## config.mk

```make
export PLATFORM = sky130hd
export DESIGN_NAME = fsmc_buf_arbiter
export DESIGN_NICKNAME = d
export VERILOG_FILES = /design/src/rtl/fsmc_pkg.sv /design/src/rtl/fsmc_buf_arbiter.sv
export SDC_FILE = /design/constraint.sdc
export NUM_CORES = 1
export LEC_CHECK = 0
export CORE_ASPECT_RATIO = 0.75
export CORE_MARGIN = 3
export CORE_UTILIZATION = 45
export DETAILED_ROUTE_END_ITERATION = 6
export HOLD_SLACK_MARGIN = 0.08
export PLACE_DENSITY = 0.85
export SETUP_SLACK_MARGIN = 0.4
export SLEW_MARGIN = 40
export SYNTH_ARGS = -nofsm -noshare
export SYNTH_HDL_FRONTEND = slang
export SYNTH_SLANG_ARGS = --single-unit
```

## constraint.sdc

```tcl
create_clock -name clk -period 3.6 [get_ports clk]
set_clock_uncertainty 0.05 [all_clocks]
set_input_delay 0.36 -clock clk [delete_from_list [all_inputs] [get_ports clk]]
set_output_delay 0.36 -clock clk [all_outputs]
set_load 0.02 [all_outputs]
```

## src/rtl/fsmc_pkg.sv

```systemverilog
// rtl/fsmc_pkg.sv - shared FSMC packet buffer constants and access owner encoding
package fsmc_pkg;

  localparam int FSMC_AW = 9;
  localparam int FSMC_DW = 16;

  typedef enum logic [1:0] {
    OWN_NONE = 2'd0,
    OWN_HOST = 2'd1,
    OWN_FAB  = 2'd2
  } owner_e;

endpackage

```

## src/rtl/fsmc_buf_arbiter.sv

```systemverilog
// rtl/fsmc_buf_arbiter.sv - host/fabric arbiter for the single-port FSMC packet buffer
module fsmc_buf_arbiter
  import fsmc_pkg::*;
#(
  parameter int AW         = FSMC_AW,
  parameter int DW         = FSMC_DW,
  parameter int STARVE_MAX = 4
) (
  input  logic          clk,
  input  logic          reset_l,
  input  logic          h_req,
  input  logic          h_we,
  input  logic [AW-1:0] h_addr,
  input  logic [DW-1:0] h_wdata,
  output logic [DW-1:0] h_rdata,
  output logic          h_rvalid,
  output logic          h_busy,
  output logic          h_ovf,
  input  logic          f_req,
  input  logic          f_we,
  input  logic [AW-1:0] f_addr,
  input  logic [DW-1:0] f_wdata,
  output logic          f_gnt,
  output logic [DW-1:0] f_rdata,
  output logic          f_rvalid,
  output logic          mem_en,
  output logic          mem_we,
  output logic [AW-1:0] mem_addr,
  output logic [DW-1:0] mem_wdata,
  input  logic [DW-1:0] mem_rdata
);

  localparam int CW = $clog2(STARVE_MAX + 1);
  localparam logic [CW-1:0] STARVE_LIM = CW'(STARVE_MAX);

  logic          skid_vld_q, skid_vld_d;
  logic          skid_we_q, skid_we_d;
  logic [AW-1:0] skid_addr_q, skid_addr_d;
  logic [DW-1:0] skid_wdata_q, skid_wdata_d;
  logic [CW-1:0] starve_q, starve_d;
  owner_e        own_q, own_d;
  logic [DW-1:0] h_rdata_q, h_rdata_d;
  logic [DW-1:0] f_rdata_q, f_rdata_d;
  logic          h_ovf_q, h_ovf_d;

  logic force_fab;
  logic skid_issue;
  logic host_direct;

  always_comb begin
    force_fab   = f_req && (starve_q == STARVE_LIM);
    f_gnt       = 1'b0;
    skid_issue  = 1'b0;
    host_direct = 1'b0;
    mem_en      = 1'b0;
    mem_we      = 1'b0;
    mem_addr    = '0;
    mem_wdata   = '0;
    own_d       = OWN_NONE;

    // Nothing reaches the RAM while reset is asserted, even with requests present.
    if (reset_l) begin
      if (force_fab)       f_gnt       = 1'b1;
      else if (skid_vld_q) skid_issue  = 1'b1;
      else if (h_req)      host_direct = 1'b1;
      else if (f_req)      f_gnt       = 1'b1;
    end

    if (f_gnt) begin
      mem_en    = 1'b1;
      mem_we    = f_we;
      mem_addr  = f_addr;
      mem_wdata = f_wdata;
      own_d     = f_we ? OWN_NONE : OWN_FAB;
    end else if (skid_issue) begin
      mem_en    = 1'b1;
      mem_we    = skid_we_q;
      mem_addr  = skid_addr_q;
      mem_wdata = skid_wdata_q;
      own_d     = skid_we_q ? OWN_NONE : OWN_HOST;
    end else if (host_direct) begin
      mem_en    = 1'b1;
      mem_we    = h_we;
      mem_addr  = h_addr;
      mem_wdata = h_wdata;
      own_d     = h_we ? OWN_NONE : OWN_HOST;
    end

    skid_vld_d   = skid_vld_q && !skid_issue;
    skid_we_d    = skid_we_q;
    skid_addr_d  = skid_addr_q;
    skid_wdata_d = skid_wdata_q;
    h_ovf_d      = h_ovf_q;
    // Skid occupancy is judged at cycle start: a draining entry still blocks a new one.
    if (reset_l && h_req && !host_direct) begin
      if (!skid_vld_q) begin
        skid_vld_d   = 1'b1;
        skid_we_d    = h_we;
        skid_addr_d  = h_addr;
        skid_wdata_d = h_wdata;
      end else begin
        h_ovf_d = 1'b1;
      end
    end

    starve_d = '0;
    if (f_req && !f_gnt) starve_d = (starve_q == STARVE_LIM) ? starve_q : starve_q + 1'b1;
  end

  assign h_rvalid  = (own_q == OWN_HOST);
  assign f_rvalid  = (own_q == OWN_FAB);
  assign h_rdata   = h_rvalid ? mem_rdata : h_rdata_q;
  assign f_rdata   = f_rvalid ? mem_rdata : f_rdata_q;
  assign h_rdata_d = h_rdata;
  assign f_rdata_d = f_rdata;
  assign h_busy    = skid_vld_q;
  assign h_ovf     = h_ovf_q;

  always_ff @(posedge clk or negedge reset_l) begin
    if (!reset_l) begin
      skid_vld_q   <= 1'b0;
      skid_we_q    <= 1'b0;
      skid_addr_q  <= '0;
      skid_wdata_q <= '0;
      starve_q     <= '0;
      own_q        <= OWN_NONE;
      h_rdata_q    <= '0;
      f_rdata_q    <= '0;
      h_ovf_q      <= 1'b0;
    end else begin
      skid_vld_q   <= skid_vld_d;
      skid_we_q    <= skid_we_d;
      skid_addr_q  <= skid_addr_d;
      skid_wdata_q <= skid_wdata_d;
      starve_q     <= starve_d;
      own_q        <= own_d;
      h_rdata_q    <= h_rdata_d;
      f_rdata_q    <= f_rdata_d;
      h_ovf_q      <= h_ovf_d;
    end
  end

endmodule

```

==> impl_metrics.json <==
{
  "floorplan.rows": 25,
  "drt_iter0_drc": 89,
  "tritoncts": "yes",
  "area_growth_syn_to_layout_pct": 52.5,
  "synth_nets": 306,
  "drt-wirelength-per-cell_um": 17.0,
  "core_area_mm2": 0.00641,
  "clock.fmax_mhz": 327,
  "wirelength_um": 7720,
  "finalSetupViolations": 0,
  "rsz_0062_raised_after_global_routing": "no",
  "grt.overflow.total": 0,
  "worst_hold_path.num_cells": 1,
  "min_path_type": "reg2reg",
  "globalplace.congestion": 0.822,
  "sequential_area_share_after_synthesis_pct": 53.4,
  "fillCellCount": 450,
  "groute.usage.overall_pct": 21.1,
  "tns_ns": 0,
  "worst-endpoint-required_ns": 3.19,
  "clkSlewWorstSetupHoldPaths_ns": 0.07,
  "critical_path.startpoint": "starve_q[0]$_DFFE_PN0P_",
  "grt_pass1_vias": 2644,
  "number_of_storage_elements_in_the_synthesis_netlist": 65,
  "die_h_um": 77.2,
  "floorplan.die_area_mm2": 0.00780,
  "route.vias.total": 2502,
  "antenna_violating_nets_remaining": 0,
  "fin_nets": 441,
  "number_of_enable_type_register_cells_in_the_synthesized_netlist": 0,
  "max_slew.worst_pin.slew_ns": 0.639,
  "detailedRoute.firstPassIterationCount": 4,
  "shortest_period_the_worst_path_allows_ns": 3.06,
  "layout-drive-gt1-share_pct": 24.2,
  "power.share.combinational_pct": 35.0,
  "min-delay-start": "h_ovf$_DFFE_PN0P_",
  "min_period_over_period_pct": 84.9,
  "initial_utilization_pct": 47.5,
  "antenna_cells": 0,
  "timing.slew.headroom_pct": 57.2,
  "vdd.ir_drop.worst_mv": 0.354,
  "cp-start-kind": "flop",
  "layout.core_utilization_pct": 72.4,
  "seqPwrFrac_pct": 41.5,
  "global_route.usage.met3_pct": 6.09,
  "ys.warnings.count": 0,
  "grt_antenna_before_repair": 0,
  "io_buffer_count": 135,
  "synth_cell_type_count": 31,
  "grt_pass1_wl_um": 13100,
  "place_hpwl_um": 5530,
  "p_sw_uw": 675,
  "worst_setup_path_end_kind": "output pin",
  "status": "finished, final reports clean",
  "route.detailed.drc": 0,
  "fp.dieW_um": 101,
  "gr-max-usage-layer": "met2",
  "max-clock-path-buffers": 2,
  "reg2reg_depth": 6,
  "largest_net_degree_at_the_start_of_global_routing": 44,
  "layout_common_cells": "sky130_fd_sc_hd__clkdlybuf4s50_1, sky130_fd_sc_hd__dfrtp_1, sky130_fd_sc_hd__mux2_2",
  "postSynth.asyncResetShare_pct": 100,
  "final_max_slew_viol_count": 0,
  "sw_frac_of_total_pct": 30.9,
  "p_total_uw": 2190,
  "cts-buffers-inserted": 9,
  "syn-mean-instance-area_um2": 13.1,
  "hold_violations": 0,
  "io_pins": 136,
  "cp.arrival_ns": 2.65,
  "internal_power_uw": 1510,
  "standby_leakage_power_uw": 0.00191,
  "clock_tree.htree_level_count": 3,
  "max-cap-violations": 0,
  "avgViaCountPerCell": 5.52,
  "cts_sink_count": 65,
  "cell_chosen_for_the_clock_root": "sky130_fd_sc_hd__clkbuf_8",
  "use_met1_pct": 27.6,
  "postSynthCellCount": 232,
  "power_density_mw_per_mm2": 471,
  "most_common_cell_after_layout_fill_and_taps_aside": "sky130_fd_sc_hd__clkdlybuf4s50_1",
  "synth_top_flop_cell": "sky130_fd_sc_hd__dfrtp_1",
  "clkLatencyLatePin_ns": 0.33,
  "pwr-share-clk_pct": 23.5,
  "crit-reg2reg-launch": "starve_q[0]$_DFFE_PN0P_",
  "synthesis.area_mm2": 0.00304,
  "worst-path-max-fanout": 27,
  "critical_path_class": "reg2out",
  "global_route.usage.met2_pct": 33.4
}
metal layers:
layer  vias up  share of wire [%]
met5         -                  0
met3         6                6.7
li1       1150                  -
met1      1261                 43
met2        85                 50
met4         0               0.60
worst max-delay path, stage by stage (launching register included):
cell and delay (ns):
sky130_fd_sc_hd__dfrtp_1 0.41, sky130_fd_sc_hd__inv_1 0.08, sky130_fd_sc_hd__ha_1 0.28, sky130_fd_sc_hd__a2bb2oi_2 0.14, sky130_fd_sc_hd__or2_2 0.35, sky130_fd_sc_hd__inv_4 0.24, sky130_fd_sc_hd__o2bb2ai_1 0.15, sky130_fd_sc_hd__clkdlybuf4s50_1 0.64
synth_stat cells, types with 2 or more instances:
cell type	number	share of area [%]
sky130_fd_sc_hd__nand2_1	6	0.74
sky130_fd_sc_hd__inv_1	4	0.49
sky130_fd_sc_hd__dfrtp_1	65	53
sky130_fd_sc_hd__nor2b_1	3	0.62
sky130_fd_sc_hd__nor3_1	2	0.33
sky130_fd_sc_hd__o221ai_1	2	0.58
sky130_fd_sc_hd__ha_1	2	0.82
sky130_fd_sc_hd__a22oi_1	25	6.2
sky130_fd_sc_hd__buf_6	2	0.74
sky130_fd_sc_hd__nand4_1	2	0.41
sky130_fd_sc_hd__clkbuf_1	7	0.86
sky130_fd_sc_hd__buf_2	8	1.3
sky130_fd_sc_hd__o21ai_0	2	0.33
sky130_fd_sc_hd__mux2_2	58	21
sky130_fd_sc_hd__a21oi_1	4	0.66
sky130_fd_sc_hd__o2bb2ai_1	25	7.2
area by class of cell:
class / count / area, µm² / area share (%)
clock inverters: 6 / 35.0 / 0.755
clock buffers: 10 / 128 / 2.75
inverters: 5 / 21.3 / 0.458
well taps: 81 / 101 / 2.18
multi-input cells: 144 / 1320 / 28.5
flip-flops and latches: 65 / 1630 / 35.0
repair buffers: 142 / 1410 / 30.3
power groups by stage:
stage	combinational, µW	sequential (µW)	clock, µW
2_1_floorplan	391	908	0
3_3_place_gp	754	913	0
3_5_place_dp	766	923	0
4_1_cts	773	910	530
5_1_grt	818	924	564
6_report	766	908	514
logic make-up (layout without fill, tap and decap cells):
logic type	after synthesis	count (layout)	synth area share (%)
DFF	65	65	53.4
AOI/OAI and AO/OA	63	63	16.4
muxes	58	58	21.5
adders and majority gates	2	2	0.822
and+or+nand+nor	21	21	4.27
buffers and inverters	23	163	3.66
sequential cells by signal, indices dropped and copies added, names as in the netlist:
register	flops
h_ovf	1
h_rdata_q	16
own_q	2
skid_we_q	1
f_rdata_q	16
starve_q	3
skid_wdata_q	16
h_busy	1
skid_addr_q	9
final timing paths:
| path | endpoint | slack, ns |
|---|---|---|
| worst max-delay path | mem_wdata[15] | 0.54 |
| worst max register to register | skid_wdata_q[15]$_DFFE_PN0P_ | 1.54 |
| worst min register to register | h_ovf$_DFFE_PN0P_ | 0.42 |
| max in group asynchronous | f_rdata_q[9]$_DFF_PN0_ | 2.61 |
| worst min-delay path | h_ovf$_DFFE_PN0P_ | 0.42 |
| min in group asynchronous | own_q[0]$_DFF_PN0_ | 0.53 |
per-stage QoR:
stage	setup slack (ns)	instance area (µm²)	hold slack [ns]	cells
3_5_place_dp	0.524	4460	0.386	436
6_report	0.545	4640	0.416	453
3_3_place_gp	0.590	4450	0.382	436
4_1_cts	0.407	4640	0.419	453
2_1_floorplan	1.48	3040	0.0144	232
5_1_grt	0.414	4640	0.453	453
repair_timing:
| item | 4_1_cts | 5_1_grt |
|---|---|---|
| setup buffers | 0 | 0 |
| resized for setup | 0 | 3 |
| hold endpoints to repair | 65 | 0 |
| endpoints found under the setup margin | 0 | 26 |
| hold buffers | 1 | 0 |
Note: power is estimated with default switching activity, not from simulation.
